File: src/rtl/pipe_ctrl_pkg.sv
`default_nettype none
// ============================================================================
// Module   : pipe_ctrl_pkg
// Purpose  : Shared definitions for the pipeline stall/flush sequencer:
//            controller state encoding, stall counter width and the
//            instruction encoding loaded by a flushed or bubbled stage.
// Revision : 1.0 - initial release
// ============================================================================
package pipe_ctrl_pkg;

    // Width of the remaining-load-bubble counter (covers 1..7 bubbles).
    localparam int STALL_CNT_W = 3;

    // Canonical RISC-V NOP (addi x0, x0, 0) loaded by IF/ID on flush and
    // represented by cleared control bits in ID/EX on a bubble.
    localparam logic [31:0] c_nop_instr = 32'h0000_0013;

    typedef enum logic [1:0] {
        RUN        = 2'd0,
        LOAD_STALL = 2'd1,
        MEM_WAIT   = 2'd2
    } stall_state_t;

endpackage : pipe_ctrl_pkg
`default_nettype wire

File: src/rtl/sat_counter.sv
`default_nettype none
// ============================================================================
// Module   : sat_counter
// Purpose  : Saturating event counter used for stall/flush statistics.
//            Counts one per cycle while inc is high and sticks at all-ones.
// Ports    : clk    - counting clock (rising edge)
//            rst_n  - asynchronous active-low reset, clears the count
//            inc    - count this cycle
//            count  - current count value
// Revision : 1.0 - initial release
// ============================================================================
module sat_counter #(
    parameter int PERF_W = 32
) (
    input  logic              clk,
    input  logic              rst_n,
    input  logic              inc,
    output logic [PERF_W-1:0] count
);

    logic [PERF_W-1:0] r_count;

    always_ff @(posedge clk or negedge rst_n) begin
        if (!rst_n) begin
            r_count <= '0;
        end else if (inc && !(&r_count)) begin
            r_count <= r_count + PERF_W'(1);
        end
    end

    assign count = r_count;

endmodule : sat_counter
`default_nettype wire

File: src/rtl/pipeline_stall_controller.sv
`default_nettype none
// ============================================================================
// Module   : pipeline_stall_controller
// Purpose  : Central stall/flush sequencer for the 5-stage RISC-V pipeline.
//            Turns the load-use hazard (ID), branch redirect (EX) and data
//            memory busy (MEM) into pipeline register enables, IF/ID flush
//            and ID/EX bubble insertion. Multi-cycle load stalls and memory
//            waits are tracked here so no other stage has to.
// Params   : LOAD_STALL_CYCLES - bubbles per load-use hazard (1..7)
//            PERF_W            - width of the performance counters
// Ports    : clk, rst_n        - clock, asynchronous active-low reset
//            load_use_hazard   - ID depends on the load in EX
//            branch_taken      - EX redirect this cycle
//            dmem_busy         - data memory access not complete
//            pc_write_en, ifid_write_en, exmem_write_en, memwb_write_en
//                              - pipeline register update enables
//            ifid_flush        - IF/ID loads a NOP
//            idex_bubble       - ID/EX loads a NOP (control bits cleared)
//            stall_cycles, flush_count, memwait_cycles
//                              - saturating event counters
// Config   : STALL_PERF_EN     - when defined, the three counters are built;
//                                otherwise the counter ports are tied to 0.
// Revision : 1.0 - initial release
// ============================================================================
module pipeline_stall_controller
    import pipe_ctrl_pkg::*;
#(
    parameter int LOAD_STALL_CYCLES = 1,
    parameter int PERF_W            = 32
) (
    input  logic              clk,
    input  logic              rst_n,
    input  logic              load_use_hazard,
    input  logic              branch_taken,
    input  logic              dmem_busy,
    output logic              pc_write_en,
    output logic              ifid_write_en,
    output logic              ifid_flush,
    output logic              idex_bubble,
    output logic              exmem_write_en,
    output logic              memwb_write_en,
    output logic [PERF_W-1:0] stall_cycles,
    output logic [PERF_W-1:0] flush_count,
    output logic [PERF_W-1:0] memwait_cycles
);

    // Remaining bubbles loaded when a hazard needs more than one bubble;
    // the first bubble is issued in the cycle the hazard is raised.
    localparam logic [STALL_CNT_W-1:0] c_load_init =
        STALL_CNT_W'(LOAD_STALL_CYCLES - 1);

    stall_state_t             r_state;
    stall_state_t             r_ret_state;
    logic [STALL_CNT_W-1:0]   r_stall_cnt;
    logic [STALL_CNT_W-1:0]   r_ret_cnt;

    stall_state_t             w_eff_state;
    logic [STALL_CNT_W-1:0]   w_eff_cnt;
    logic                     w_load_bubble;
    logic                     w_branch_flush;

    // ------------------------------------------------------------------------
    // Effective state: in the first non-busy cycle after a memory wait the
    // saved context is already in force, so the decode and next-state logic
    // work from the resumed state rather than from MEM_WAIT.
    // ------------------------------------------------------------------------
    always_comb begin
        w_eff_state = r_state;
        w_eff_cnt   = r_stall_cnt;
        if (r_state == MEM_WAIT) begin
            w_eff_state = r_ret_state;
            w_eff_cnt   = r_ret_cnt;
        end
    end

    // ------------------------------------------------------------------------
    // Output decode. A busy memory freezes everything and masks the other
    // requests; a branch in RUN drops any concurrent load-use hazard; an
    // ongoing LOAD_STALL ignores the branch because EX holds a bubble.
    // ------------------------------------------------------------------------
    always_comb begin
        w_load_bubble  = 1'b0;
        w_branch_flush = 1'b0;
        if (!dmem_busy) begin
            case (w_eff_state)
                LOAD_STALL: w_load_bubble = 1'b1;
                RUN: begin
                    w_branch_flush = branch_taken;
                    w_load_bubble  = !branch_taken && load_use_hazard;
                end
                default: begin
                    w_load_bubble  = 1'b0;
                    w_branch_flush = 1'b0;
                end
            endcase
        end
    end

    always_comb begin
        pc_write_en    = !dmem_busy && !w_load_bubble;
        ifid_write_en  = !dmem_busy && !w_load_bubble;
        ifid_flush     = w_branch_flush;
        idex_bubble    = w_branch_flush || w_load_bubble;
        exmem_write_en = !dmem_busy;
        memwb_write_en = !dmem_busy;
    end

    // ------------------------------------------------------------------------
    // State sequencing.
    // ------------------------------------------------------------------------
    always_ff @(posedge clk or negedge rst_n) begin
        if (!rst_n) begin
            r_state     <= RUN;
            r_stall_cnt <= '0;
            r_ret_state <= RUN;
            r_ret_cnt   <= '0;
        end else if (dmem_busy) begin
            // Capture the context only on entry so a long wait keeps the
            // original state and count rather than MEM_WAIT itself.
            if (r_state != MEM_WAIT) begin
                r_ret_state <= r_state;
                r_ret_cnt   <= r_stall_cnt;
            end
            r_state <= MEM_WAIT;
        end else begin
            r_ret_state <= RUN;
            r_ret_cnt   <= '0;
            case (w_eff_state)
                LOAD_STALL: begin
                    if (w_eff_cnt <= STALL_CNT_W'(1)) begin
                        r_state     <= RUN;
                        r_stall_cnt <= '0;
                    end else begin
                        r_state     <= LOAD_STALL;
                        r_stall_cnt <= w_eff_cnt - STALL_CNT_W'(1);
                    end
                end
                default: begin
                    if (w_load_bubble && (LOAD_STALL_CYCLES > 1)) begin
                        r_state     <= LOAD_STALL;
                        r_stall_cnt <= c_load_init;
                    end else begin
                        r_state     <= RUN;
                        r_stall_cnt <= '0;
                    end
                end
            endcase
        end
    end

    // ------------------------------------------------------------------------
    // Performance counters.
    // ------------------------------------------------------------------------
`ifdef STALL_PERF_EN
    sat_counter #(
        .PERF_W (PERF_W)
    ) u_stall_ctr (
        .clk   (clk),
        .rst_n (rst_n),
        .inc   (w_load_bubble),
        .count (stall_cycles)
    );

    sat_counter #(
        .PERF_W (PERF_W)
    ) u_flush_ctr (
        .clk   (clk),
        .rst_n (rst_n),
        .inc   (w_branch_flush),
        .count (flush_count)
    );

    sat_counter #(
        .PERF_W (PERF_W)
    ) u_memwait_ctr (
        .clk   (clk),
        .rst_n (rst_n),
        .inc   (dmem_busy),
        .count (memwait_cycles)
    );
`else
    assign stall_cycles   = '0;
    assign flush_count    = '0;
    assign memwait_cycles = '0;
`endif

endmodule : pipeline_stall_controller
`default_nettype wire

File: config.mk
export PLATFORM = sky130hd
export DESIGN_NAME = pipeline_stall_controller
export DESIGN_NICKNAME = d
export VERILOG_FILES = /design/src/rtl/pipe_ctrl_pkg.sv /design/src/rtl/sat_counter.sv /design/src/rtl/pipeline_stall_controller.sv
export SDC_FILE = /design/constraint.sdc
export NUM_CORES = 1
export LEC_CHECK = 0
export CORE_MARGIN = 2
export CORE_UTILIZATION = 32
export CTS_CLUSTER_SIZE = 24
export DETAILED_ROUTE_END_ITERATION = 10
export HOLD_SLACK_MARGIN = 0.02
export PLACE_DENSITY_LB_ADDON = 0.12
export SKIP_CTS_REPAIR_TIMING = 1
export SYNTH_ARGS = -nofsm -noshare
export SYNTH_HDL_FRONTEND = slang
export SYNTH_HIERARCHICAL = 1
export SYNTH_SLANG_ARGS = --single-unit
File: constraint.sdc
create_clock -name clk -period 1.8 [get_ports clk]
set_input_delay 0.27 -clock clk [delete_from_list [all_inputs] [get_ports clk]]
set_output_delay 0.27 -clock clk [all_outputs]
set_load 0.005 [all_outputs]
==> key figures <==
Outcome
  • Status: complete, no violations

STA
  • Max-slew violations: 0
  • Clock skew: 0.00244 ns
  • Final period util: 95.3%
  • Hold WS: 0.356 ns
  • Final setup viols: 0
  • FMAX: 583 MHz
  • Fin. Hold Viols: 0
  • RSZ-0062 raised after global routing: false
  • Setup TNS: 0 ns
  • Post-layout minimum cycle time: approximately 1.7 ns
  • Final setup margin: 0.0843 ns

Worst setup path
  • CP cell instances: clkdlybuf4s50_1, inv_1, buf_4, clkdlybuf4s50_1
  • Critical path's most frequent cell: clkdlybuf4s50_1
  • CP max stage delay: 0.51 ns
  • CP arrival: 1.45 ns
  • Reg2Reg Setup Slack: 0.12 ns
  • RR Endpoint: r_stall_cnt[0]$_DFFE_PN0N_
  • Cell depth of the worst flop-to-flop path: 5
  • Worst R2R Start: r_state[0]$_DFF_PN0_
  • Setup CP Type: input pin to output pin
  • Worst setup SP type: input pin
  • Slowest CP cell: clkdlybuf4s50_1
  • CP endpoint kind: output pin
  • Top fanout value on the critical path: 7
  • Critical Path RT: 1.53 ns

Layout
  • Register area: between 200 and 300 µm²
  • Area Overhead vs Synth: -7.41%
  • Multi-input gate area: 606 µm²
  • Layout cells sized above 1: 15.5%
  • Final layout net count: approximately 170
  • Filler instances: ~420
  • # diodes: 0
  • Non-Filler Instances: 209
  • Util after Layout: 30.9%

Die
  • Rows: 22
  • Die height: roughly 66 µm
  • Die Width: 66.1 µm
  • Initial Util: approximately a third
  • Io pins: 107
  • Core ar.: 0.00369 mm²
  • DIE AREA: 0.00436 mm²

Place
  • Pre-CTS WS: -0.123 ns
  • Hpwl dp: 1270 µm
  • Port Buffer Count: 10
  • Global placer's final weighted congestion: 0.698
  • Placed cells: 204

Clock network
  • H-tree levels: 1
  • Max Root-Sink Buffers: 2
  • Clock sinks: 10
  • Clk pin slew, worst setup/hold paths: 0.05 ns
  • Worst skew pair latency: about 0.23 ns
  • CTS tree: done
  • CTS Buf Count: 3
  • Root buffer cell: clkbuf_8

Pwr
  • Pleak: 0.000707 µW
  • Peak supply drop: 0.000316 V
  • Pwr Density: 489 mW/mm²

Route
  • Post-Route WL: 1510 µm
  • Detail Route Antenna Nets: 0
  • Wirelength per Cell: 7.23 µm
  • # DRC: 0
  • Vias per cell: roughly 3.2
  • Via count: 660
  • Drt pass-1 iters: 4
  • Initial drt markers: 4

Logic synthesis
  • Sequential area share after synthesis: 20.3%
  • Cell count after synthesis: 143
  • Top cells by area, synth: buf_4 60%, dfrtp_1 20%, nor2_1 2.4%, mux2i_4 1.8%, mux2i_1 1.6%
  • Post-Syn Area: 0.00123 mm²
  • Synth top cells by count: 98 x buf_4, 10 x dfrtp_1, 8 x nor2_1, 3 x inv_1
  • Unique cell type count in the Yosys netlist: 25
  • Synth async-reset ratio: 100%
  • Top cell type by total area after synthesis: buf_4
  • YS warnings: 6
  • Yosys reg bits: 10
  • Post-synth EDFFs: 0
  • Synthesized area per cell: 8.62 µm²
  • Yosys top cell area share: 59.7%
  • Leading cell type by number of instances after synthesis: buf_4
  • Synth Flop Type: dfrtp_1

Flow run
  • Max Cap Violations: 0

Global routing
  • Total track usage: 5.63%
  • Largest net degree at the start of global routing: 11
  • Number of global-route vias before repair: 413
  • First-pass GRT wire length: 1840 µm
  • Initial antenna violation count: 0
  • Total gr overflow: 0

Min path
  • Min-Delay Path Class: input pin to asynchronous set/reset pin
cells by family (layout without fill, tap and decap cells):
| group | Yosys count | count (layout) | share of synthesized area [%] |
|---|---|---|---|
| buffers and inverters | 101 | 24 | 60.6 |
| AND/OR/NAND/NOR | 15 | 15 | 7.01 |
| AO/OA/AOI/OAI | 12 | 12 | 7.31 |
| flip-flops | 10 | 10 | 20.3 |
| multiplexers | 3 | 3 | 3.45 |
| adder cells (fa/ha/maj) | 1 | 1 | 1.02 |
| other | 1 | 96 | 0.304 |
through the flow:
stage	power [µW]	area (µm²)
final	558	1140
after global placement	332	1060
after floorplan	448	1590
after detailed placement	332	1060
after CTS	560	1100
after global routing	595	1140
worst max-delay path by stage:
stage,startpoint,to,slack (ns),depth (start not counted)
floorplan,r_state[0]$_DFF_PN0_,r_stall_cnt[1]$_DFFE_PN0N_,0.18,5
finish,dmem_busy,memwb_write_en,0.08,4
global placement,dmem_busy,idex_bubble,-0.10,5
CTS,r_state[0]$_DFF_PN0_,idex_bubble,-0.26,4
detailed placement,dmem_busy,idex_bubble,-0.12,5
global route,r_state[0]$_DFF_PN0_,r_stall_cnt[0]$_DFFE_PN0N_,0.01,5
layout make-up:
type | count | area share (%)
multi-input combinational | 127 | 53.1
sequential | 10 | 22.1
timing repair buffer | 18 | 14.9
tap | 48 | 5.26
clock buffer | 3 | 3.62
inverter | 3 | 0.987
layer usage:
layer | up-vias | global-route usage [%] | part of all wire [%]
met5 | - | 0 | 0
met4 | 0 | 0 | 0
met3 | 0 | 3.07 | 14
met2 | 62 | 9.60 | 53
met1 | 300 | 6.64 | 33
li1 | 298 | - | -
worst max-delay path: cells and delay by family:
family	cells	cell delay [ns]
buffers and inverters	4	1.18
registers in the layout, indices dropped and copies added (netlist names):
| signal | count |
|---|---|
| r_ret_cnt | 3 |
| r_stall_cnt | 3 |
| r_state | 2 |
| r_ret_state | 2 |
power breakdown:
| group | internal [µW] | switching [µW] |
|---|---|---|
| combinational | 34.0 | 70.7 |
| clock | 146 | 78.8 |
| sequential | 227 | 2.32 |
| total | 407 | 152 |
cell usage in the layout, fill, tap and decap left out, types with 2 or more instances in the layout:
master and instances:
buf_4 8, clkbuf_8 3, clkdlybuf4s50_1 6, conb_1 96, dfrtp_1 8, dfrtp_2 2, dlymetal6s2s_1 4, inv_1 3
nor2_1 8, o21ai_2 2
Power figures use the tool's default switching activity.
